### src/rtl/uop_pkg.sv
// Shared definitions for the microcode uop buffer: geometry, slot layout and
// the sequencer state encoding.
package uop_pkg;

    localparam int UOP_BUF_SIZE           = 128;
    localparam int UOP_BUF_WIDTH          = 72;
    localparam int MAX_PREDICT_DEPTH_BITS = 2;
    localparam int UOP_SLOT_WIDTH         = 36;
    localparam int UOP_ADDR_WIDTH         = $clog2(UOP_BUF_SIZE);
    localparam int NUM_TAGS               = 2 ** MAX_PREDICT_DEPTH_BITS;

    // Field offsets inside one 36-bit slot; slot A sits in the upper half.
    localparam int SLOT_VALID_BIT = 0;
    localparam int SLOT_EOS_BIT   = 1;
    localparam int SLOT_TAG_LSB   = 2;
    localparam int SLOT_INSTR_LSB = SLOT_TAG_LSB + MAX_PREDICT_DEPTH_BITS;
    localparam int SLOT_A_LSB     = UOP_SLOT_WIDTH;
    localparam int SLOT_B_LSB     = 0;

    typedef struct packed {
        logic [31:0]                       instr;
        logic [MAX_PREDICT_DEPTH_BITS-1:0] tag;
        logic                              eos;
        logic                              valid;
    } uop_slot_t;

    typedef enum logic [2:0] {
        IDLE,
        FETCH,
        ISSUE_A,
        ISSUE_B,
        DONE
    } seq_state_t;

    function automatic uop_slot_t unpack_slot(input logic [UOP_SLOT_WIDTH-1:0] raw);
        uop_slot_t s;
        s.instr = raw[SLOT_INSTR_LSB +: 32];
        s.tag   = raw[SLOT_TAG_LSB +: MAX_PREDICT_DEPTH_BITS];
        s.eos   = raw[SLOT_EOS_BIT];
        s.valid = raw[SLOT_VALID_BIT];
        return s;
    endfunction

endpackage

### src/rtl/uop_slot_unpack.sv
// Splits one uop buffer bundle into its two issue slots (A issues first).
module uop_slot_unpack
    import uop_pkg::*;
(
    input  logic [UOP_BUF_WIDTH-1:0] bundle,
    output uop_slot_t                slot_a,
    output uop_slot_t                slot_b
);

    assign slot_a = unpack_slot(bundle[SLOT_A_LSB +: UOP_SLOT_WIDTH]);
    assign slot_b = unpack_slot(bundle[SLOT_B_LSB +: UOP_SLOT_WIDTH]);

endmodule

### src/rtl/uop_sequencer.sv
// Walks the uop buffer from a start address and serialises the valid slots of
// each fetched bundle onto a single-instruction issue stream.
module uop_sequencer
    import uop_pkg::*;
(
    input  logic                              clk,
    input  logic                              reset,
    input  logic                              start,
    input  logic [UOP_ADDR_WIDTH-1:0]         start_addr,
    output logic                              busy,
    output logic                              done,
    output logic [UOP_ADDR_WIDTH-1:0]         uop_addr,
    input  logic [UOP_BUF_WIDTH-1:0]          uop,
    output logic                              out_valid,
    input  logic                              out_ready,
    output logic [31:0]                       out_instr,
    output logic [MAX_PREDICT_DEPTH_BITS-1:0] out_tag,
    output logic                              out_eos,
    input  logic                              redirect_valid,
    input  logic [UOP_ADDR_WIDTH-1:0]         redirect_addr,
    input  logic                              flush_valid,
    input  logic [MAX_PREDICT_DEPTH_BITS-1:0] flush_tag,
    output seq_state_t                        state
);

    seq_state_t                  state_q, state_d;
    logic [UOP_ADDR_WIDTH-1:0]   pc_q, pc_d, pc_next;
    logic [UOP_BUF_WIDTH-1:0]    bundle_q, bundle_d;
    logic [NUM_TAGS-1:0]         kill_q, kill_d;
    uop_slot_t                   slot_a, slot_b, cur_slot;
    logic                        in_issue, live, slot_exit;

    uop_slot_unpack u_unpack (
        .bundle (bundle_q),
        .slot_a (slot_a),
        .slot_b (slot_b)
    );

    assign cur_slot = (state_q == ISSUE_B) ? slot_b : slot_a;
    assign in_issue = (state_q == ISSUE_A) || (state_q == ISSUE_B);

    // A slot is live unless invalid, killed by an earlier flush, or hit by a
    // flush arriving this very cycle.
    assign live = cur_slot.valid && !kill_q[cur_slot.tag]
               && !(flush_valid && (flush_tag == cur_slot.tag));

    // Issue handshake: a slot transfers on a cycle where out_valid && out_ready.
    // Once raised, out_valid and out_* stay put until that transfer; only a
    // redirect or flush may withdraw them.
    assign out_valid = in_issue && live && !redirect_valid;
    assign out_instr = cur_slot.instr;
    assign out_tag   = cur_slot.tag;
    assign out_eos   = cur_slot.eos;

    assign busy     = (state_q != IDLE);
    assign done     = (state_q == DONE);
    assign uop_addr = pc_q;
    assign state    = state_q;

    assign pc_next   = (pc_q == UOP_ADDR_WIDTH'(UOP_BUF_SIZE - 1)) ? '0 : pc_q + UOP_ADDR_WIDTH'(1);
    assign slot_exit = !live || out_ready;

    always_comb begin
        state_d  = state_q;
        pc_d     = pc_q;
        bundle_d = bundle_q;
        kill_d   = kill_q;
        if (state_q != IDLE && flush_valid) begin
            kill_d[flush_tag] = 1'b1;
        end
        case (state_q)
            IDLE: begin
                if (start) begin
                    pc_d    = start_addr;
                    kill_d  = '0;
                    state_d = FETCH;
                end
            end
            FETCH: begin
                if (redirect_valid) begin
                    pc_d = redirect_addr;
                end else begin
                    bundle_d = uop;
                    pc_d     = pc_next;
                    state_d  = ISSUE_A;
                end
            end
            ISSUE_A, ISSUE_B: begin
                if (redirect_valid) begin
                    pc_d    = redirect_addr;
                    state_d = FETCH;
                end else if (slot_exit) begin
                    // eos terminates even when the slot itself was squashed
                    if (cur_slot.eos) begin
                        state_d = DONE;
                    end else if (state_q == ISSUE_A) begin
                        state_d = ISSUE_B;
                    end else begin
                        state_d = FETCH;
                    end
                end
            end
            DONE: begin
                state_d = IDLE;
            end
            default: begin
                state_d = IDLE;
            end
        endcase
    end

    always_ff @(posedge clk or negedge reset) begin
        if (!reset) begin
            state_q  <= IDLE;
            pc_q     <= '0;
            bundle_q <= '0;
            kill_q   <= '0;
        end else begin
            state_q  <= state_d;
            pc_q     <= pc_d;
            bundle_q <= bundle_d;
            kill_q   <= kill_d;
        end
    end

endmodule

### config.mk
export PLATFORM = sky130hd
export DESIGN_NAME = uop_sequencer
export DESIGN_NICKNAME = d
export VERILOG_FILES = /design/src/rtl/uop_pkg.sv /design/src/rtl/uop_slot_unpack.sv /design/src/rtl/uop_sequencer.sv
export SDC_FILE = /design/constraint.sdc
export NUM_CORES = 1
export LEC_CHECK = 0
export ABC_AREA = 0
export CELL_PAD_IN_SITES_DETAIL_PLACEMENT = 1
export CELL_PAD_IN_SITES_GLOBAL_PLACEMENT = 1
export CORE_UTILIZATION = 33
export DETAILED_ROUTE_END_ITERATION = 12
export PLACE_DENSITY = 0.77
export SYNTH_ARGS = -nofsm -noshare
export SYNTH_HDL_FRONTEND = slang
export SYNTH_SLANG_ARGS = --single-unit
export TNS_END_PERCENT = 100
### constraint.sdc
create_clock -name clk -period 2.7 [get_ports clk]
set_clock_uncertainty 0.2 [all_clocks]
set_input_delay 0.27 -clock clk [delete_from_list [all_inputs] [get_ports clk]]
set_output_delay 0.27 -clock clk [all_outputs]
set_load 0.02 [all_outputs]
==> Yosys cells after proc, flatten, opt, wreduce, memory -nomap -nowiden <==
Index checks and enable logic that the tools add are counted.
{ "totals": {"latchBits": 0, "reg_bits": 86, "rom_bits": 0, "in_bits": 94, "word_cells": 60, "ramBits": 0, "memories": 0} }
{ "classes": {"n_shift": 0, "div_mod_pow": 0, "n_bitwise": 2, "n_lt_le_gt_ge": 3, "n_eq_ne": 10, "muxes": 20, "n_reduce_logical": 20, "addsub": 1, "mul": 0} }
{ "op_table": {"columns": ["op", "n"], "rows": [
  ["36-bit 2-to-1 mux", 1],
  ["7-bit 2-to-1 mux", 4],
  ["7-bit one-hot mux with 3 select lines", 1],
  ["3-bit 2-to-1 mux", 5],
  ["4-bit 2-to-1 mux", 3],
  ["3-bit one-hot mux with 3 select lines", 1],
  ["7-bit by 1-bit adder with 7-bit output (second input constant)", 1],
  ["7-bit equality test (second input constant)", 1],
  ["1-bit logical AND", 7],
  ["3-bit by 2-bit equality test with 1-bit output (second input constant)", 2],
  ["2-bit by 3-bit < comparator with 1-bit output (second input constant)", 2],
  ["2-bit != test (second input constant)", 3],
  ["3-bit AND reduction", 2],
  ["3-bit nonzero test", 2],
  ["1-bit zero test", 4],
  ["4-bit OR", 1],
  ["3-bit by 1-bit equality test with 1-bit output (second input constant)", 1],
  ["3-bit equality test (second input constant)", 1],
  ["3-bit zero test", 1],
  ["3-bit != test (second input constant)", 1],
  ["1-bit binary-select mux with 2-bit select", 1],
  ["1-bit demux with 2-bit select", 1],
  ["2-bit equality test", 1],
  ["2-bit by 1-bit >= comparator with 1-bit output (second input constant)", 1],
  ["6 further kinds", 8]
]} }

==> Depth between registers and ports, before layout <==
{ "depth": {"word_depth": 12, "mapped_depth": 7, "depth_no_buf": 6} }

==> Cells and area by module <==
Synthesis repeated with hierarchy kept, for this count alone.
{ "hier_totals": {"cells_unflattened": 531, "area_unflattened_um2": 4618.2} }
{ "by_module_without_submodules": {"columns": ["module", "area_each_um2", "cells_each", "instances", "seq_area_each_um2"], "rows": [
  ["uop_sequencer", 4077.7, 459, 1, 2152.1],
  ["uop_slot_unpack", 540.5, 72, 1, 0.0]
]} }

==> Worst setup path before layout <==
OpenSTA, ideal clock, no wires.
{ "synth_timing": {"kind": "register to output", "start": "register state_q[1] (netlist: state[1])", "end": "output port out_valid", "slack_ns": 0.509, "t_arrival_ns": 1.721, "path_buffers": 2, "stages_incl_launch_ff": 8, "path_cell_list": "dfrtp_1 buf_2 nand3b_4 buf_6 a211o_1 a221oi_2 o32ai_2 inv_1"} }
{ "synth_via": {"elab_chain_len": 9, "elab_cells_between_ends": 14} }
{ "synth_lines": {"columns": ["item", "line", "rtl"], "rows": [
  ["start: declaration", "uop_sequencer.sv:26", "seq_state_t state_q, state_d;"],
  ["start signal: assignment", "uop_sequencer.sv:119", "state_q <= state_d;"],
  ["3-bit by 2-bit equality test with 1-bit output", "uop_sequencer.sv:39, uop_sequencer.sv:40", null],
  ["36-bit 2-to-1 mux", "uop_sequencer.sv:39", "assign cur_slot = (state_q == ISSUE_B) ? slot_b : slot_a;"],
  ["1-bit binary-select mux with 2-bit select", "uop_sequencer.sv:44", "assign live = cur_slot.valid && !kill_q[cur_slot.tag]"],
  ["1-bit 2-to-1 mux (implied by the code)", "uop_sequencer.sv:44", null],
  ["1-bit zero test", "uop_sequencer.sv:44", null],
  ["1-bit logical AND", "uop_sequencer.sv:44", null],
  ["1-bit logical AND", "uop_sequencer.sv:45", "&& !(flush_valid && (flush_tag == cur_slot.tag));"],
  ["1-bit logical AND (*) (2 in series)", "uop_sequencer.sv:50", "assign out_valid = in_issue && live && !redirect_valid;"],
  ["end: declaration", "uop_sequencer.sv:14", "output logic out_valid,"]
]} }
Mark *: on every way between the ends. The rest lies on a longest branch, timed or not. The select of a mux whose other input is x is not followed.

==> Final worst setup path <==
{ "layout_timing": {"start": "register state_q[0] (netlist: state[0])", "end": "output port out_instr[11]"} }
{ "layout_via": {"elab_chain_len": 2} }
{ "layout_lines": {"columns": ["item", "line", "rtl"], "rows": [
  ["3-bit by 2-bit equality test with 1-bit output", "uop_sequencer.sv:39", null],
  ["36-bit 2-to-1 mux", "uop_sequencer.sv:39", null],
  ["end: declaration", "uop_sequencer.sv:16", "output logic [31:0] out_instr,"]
]} }
Every way passes these cells.

==> results.yml <==
pwr:
  sw_frac_of_total_pct: 39.8
  power_density_nw_per_um2: 1170
  p_leak_nw: 2.90
  p_comb_share_pct: 51.3
  power.net_switching_mw: 2.81
  clockPowerShare_pct: 16.1
  power.share.sequential_pct: 32.6
  max-vdd-ir-drop_uv: 449
  power.internal_mw: 4.25
timing:
  fin_tns_setup_ns: 0
  finalSetupViolCount: 0
  fmax_mhz: 382
  worst-slew-pin-transition_ns: 0.676
  post-route-min-period_ns: 2.62
  report.final.hold_viol_count: 0
  slew-limit-headroom_pct: 54.7
  max_slew_violation_count: 0
  grt_setup_unrepaired: "no"
  timing.final.crit_share_pct: 97.0
  setup_slack_ns: 0.0813
cts:
  clkSlewWorstSetupHoldPaths_ns: 0.06
  clk_path_buf_depth: 2
  clock_root_buffer: "sky130_fd_sc_hd__clkbuf_16"
  numCtsBuffers: 9
  clk_latency_ns: 0.34
  cts.sink_count: 86
  htree_levels: 3
  cts_tree: "yes"
logic_synthesis:
  synth.cell_area_um2: 4130
  synth.yosys.seq_area_share_pct: 52.2
  syn_inst: 464
  combinational_family_with_the_most_area_after_synthesis: "simple AND/OR/NAND/NOR gates"
  synth-warning-count: 0
  synthesis.area_per_instance_um2: 8.89
  synthMuxAreaShare_pct: 10.3
  post_synth_fa_ha_maj_area_fraction_pct: 0.303
  ys_ff_latch: 86
  post_synth_num_cell_types: 38
  post_synth_and_or_nand_nor_area_fraction_pct: 25.3
  synthesis.nets: 559
  synthXorXnorAreaFrac_pct: 0.424
  synth_compound_area_share_pct: 7.82
floorplanning:
  design.die.area_um2: 13000
  start_util_pct: 34.1
  die_h_um: 114
  die_width_um: 114
  ioPinCount: 142
  placeableCoreArea_um2: 12100
  rows: 40
detailed_routing:
  route.detailed.drc: 0
  drt.antenna.violating_nets: 0
  drtIter0Drc: 177
  route.final.wire_length_um: 12400
  detail_route.wl_per_cell_um: 15.8
  via_per_inst: 4.81
  first_pass_iters: 4
  routed-via-count: 3754
final_layout:
  final_layout_size_suffix_gt1_share_pct: 11.6
  fin_nets: 703
  total_area_of_multi_input_combinational_cells_um2: 1830
  final-seq-area_um2: 2150
  final_core_utilization_pct: 49.9
  final_cell_mix: "sky130_fd_sc_hd__nand2_1, sky130_fd_sc_hd__clkdlybuf4s50_1, sky130_fd_sc_hd__dfrtp_1"
  mostFrequentLayoutCell: "sky130_fd_sc_hd__nand2_1"
  antenna_cells: 0
  fill_cells: 1446
  synthToLayoutAreaGrowth_pct: 46.5
placement:
  detailed_place_hpwl_um: 9150
  portBuffers: 141
  replace_congestion: 0.833
  placement_stage_worst_setup_slack_ns: 0.135
setup_path:
  crit_fanout: 19
  startpoint_type: "flop"
  critical-path-slowest-cell: "sky130_fd_sc_hd__clkdlybuf4s50_1"
  cp_slowest_stage_delay_ns: 0.58
  cp_data_arrival_time_ns: 2.15
  setup.worst_path.class: "flop to primary output"
  worstSetupEndpointType: "primary output"
  worstPathCellList: "nand3b_4, buf_6, mux2_2, clkdlybuf4s50_1"
  critical_path_required_ns: 2.23
global_routing:
  grt_max_degree: 48
  grt_pass1_vias: 4114
  globalRouteOverflowTotal: 0
  antenna_violations_before_repair: 0
  grt_first_pass_wirelength_um: 20200
  grt_use_total_pct: 20.3
worst_hold_path:
  class_of_the_tightest_hold_or_removal_check: "primary input to flop"
run:
  timing.max_cap.violations: 0
run_status:
  result_of_the_run: "finished, final reports clean"
-- per-stage QoR --
step	power, mW	cell area (um^2)	hold WS (ns)	cells
floorplan	4.41	4130	-0.226	464
global placement	5.81	5760	0.108	764
detailed placement	5.98	5760	0.120	764
CTS	7.17	6040	0.242	780
global route	7.57	6050	0.252	780
finish	7.06	6050	0.256	780
-- cells in the mapped netlist, drive strengths merged --
cell     count  area [um^2]
mux2        34          383
ha           1         12.5
o21ai       19         95.1
nor4b        2         17.5
mux2i        3         42.5
clkbuf      11         41.3
a221oi       6         65.1
buf         14         71.3
a222oi       2         20.0
nand3b       2         27.5
nand2      225          845
a2111oi      1         8.76
nor3         3         15.0
nor2b        1         6.26
o21bai       1         7.51
xnor2        2         17.5
a22o         2         17.5
nand2b       1         6.26
a211oi       1         7.51
a41o         1         10.0
dfrtp       86         2150
inv         10         37.5
nor2        10         37.5
o31ai        1         7.51
and3         5         31.3
o32ai        1         16.3
a21oi        6         30.0
or4b         1         10.0
nand3        4         20.0
o2111a       1         11.3
a211o        3         26.3
nor3b        4         30.0
-- path summary, 6_finish.rpt --
check	cells past startpoint	from	end	slack, ns
setup / recovery	4	state[0]	out_instr[11]	0.08
hold / removal	3	uop[22]	bundle_q[22]	0.26
setup reg to reg	6	state[1]	uop_addr[0]	0.38
hold reg to reg	2	bundle_q[15]	bundle_q[15]	0.27
max in group asynchronous	3	reset	state[0]	1.24
min in group asynchronous	2	reset	bundle_q[46]	0.28
-- critical path, delay by kind of cell (launching register included) --
kind	cells	cell delay (ns)
simple gates	1	0.18
mux	1	0.36
buf+inv	2	0.83
flops	1	0.45
-- cells by family after synthesis --
logic type      after synthesis
flops                        86
simple gates                258
buf+inv                      35
mux                          37
xor+xnor                      2
compound gates               45
fa+ha+maj                     1
-- sequential cells by signal, summed over array words and instances, names as in the netlist --
signal	flops
bundle_q	72
kill_q	4
state	3
uop_addr	7
-- layer usage --
metal  global-route usage (%)  wire, um  part of all wire [%]
met1                     24.1      5190                    42
met2                     35.4      6270                    51
met3                     3.19       498                   4.0
met4                     11.2       402                   3.3
met5                        0         0                     0
-- repair_timing --
action	4_1_cts	5_1_grt
resized for setup	3	1
hold buffers	1	0
endpoints found under the hold margin	45	0
endpoints found under the setup margin	20	2
setup buffers	0	0
-- power groups by stage --
stage	logic [mW]	clock network, mW	registers (mW)
after floorplan	2.13	0	2.29
after global routing	3.96	1.22	2.39
after detailed placement	3.65	0	2.33
after CTS	3.68	1.18	2.31
after global placement	3.55	0	2.27
final	3.62	1.13	2.30
-- layout make-up --
type / instances / share of cell area (%)
flip-flops and latches: 86 / 35.6
multi-input cells: 343 / 30.3
clock buffers: 14 / 4.37
well taps: 168 / 3.48
clock inverters: 1 / 0.0828
inverters: 10 / 0.621
repair buffers: 158 / 25.6
No activity file was read; power rests on OpenSTA's default activity.
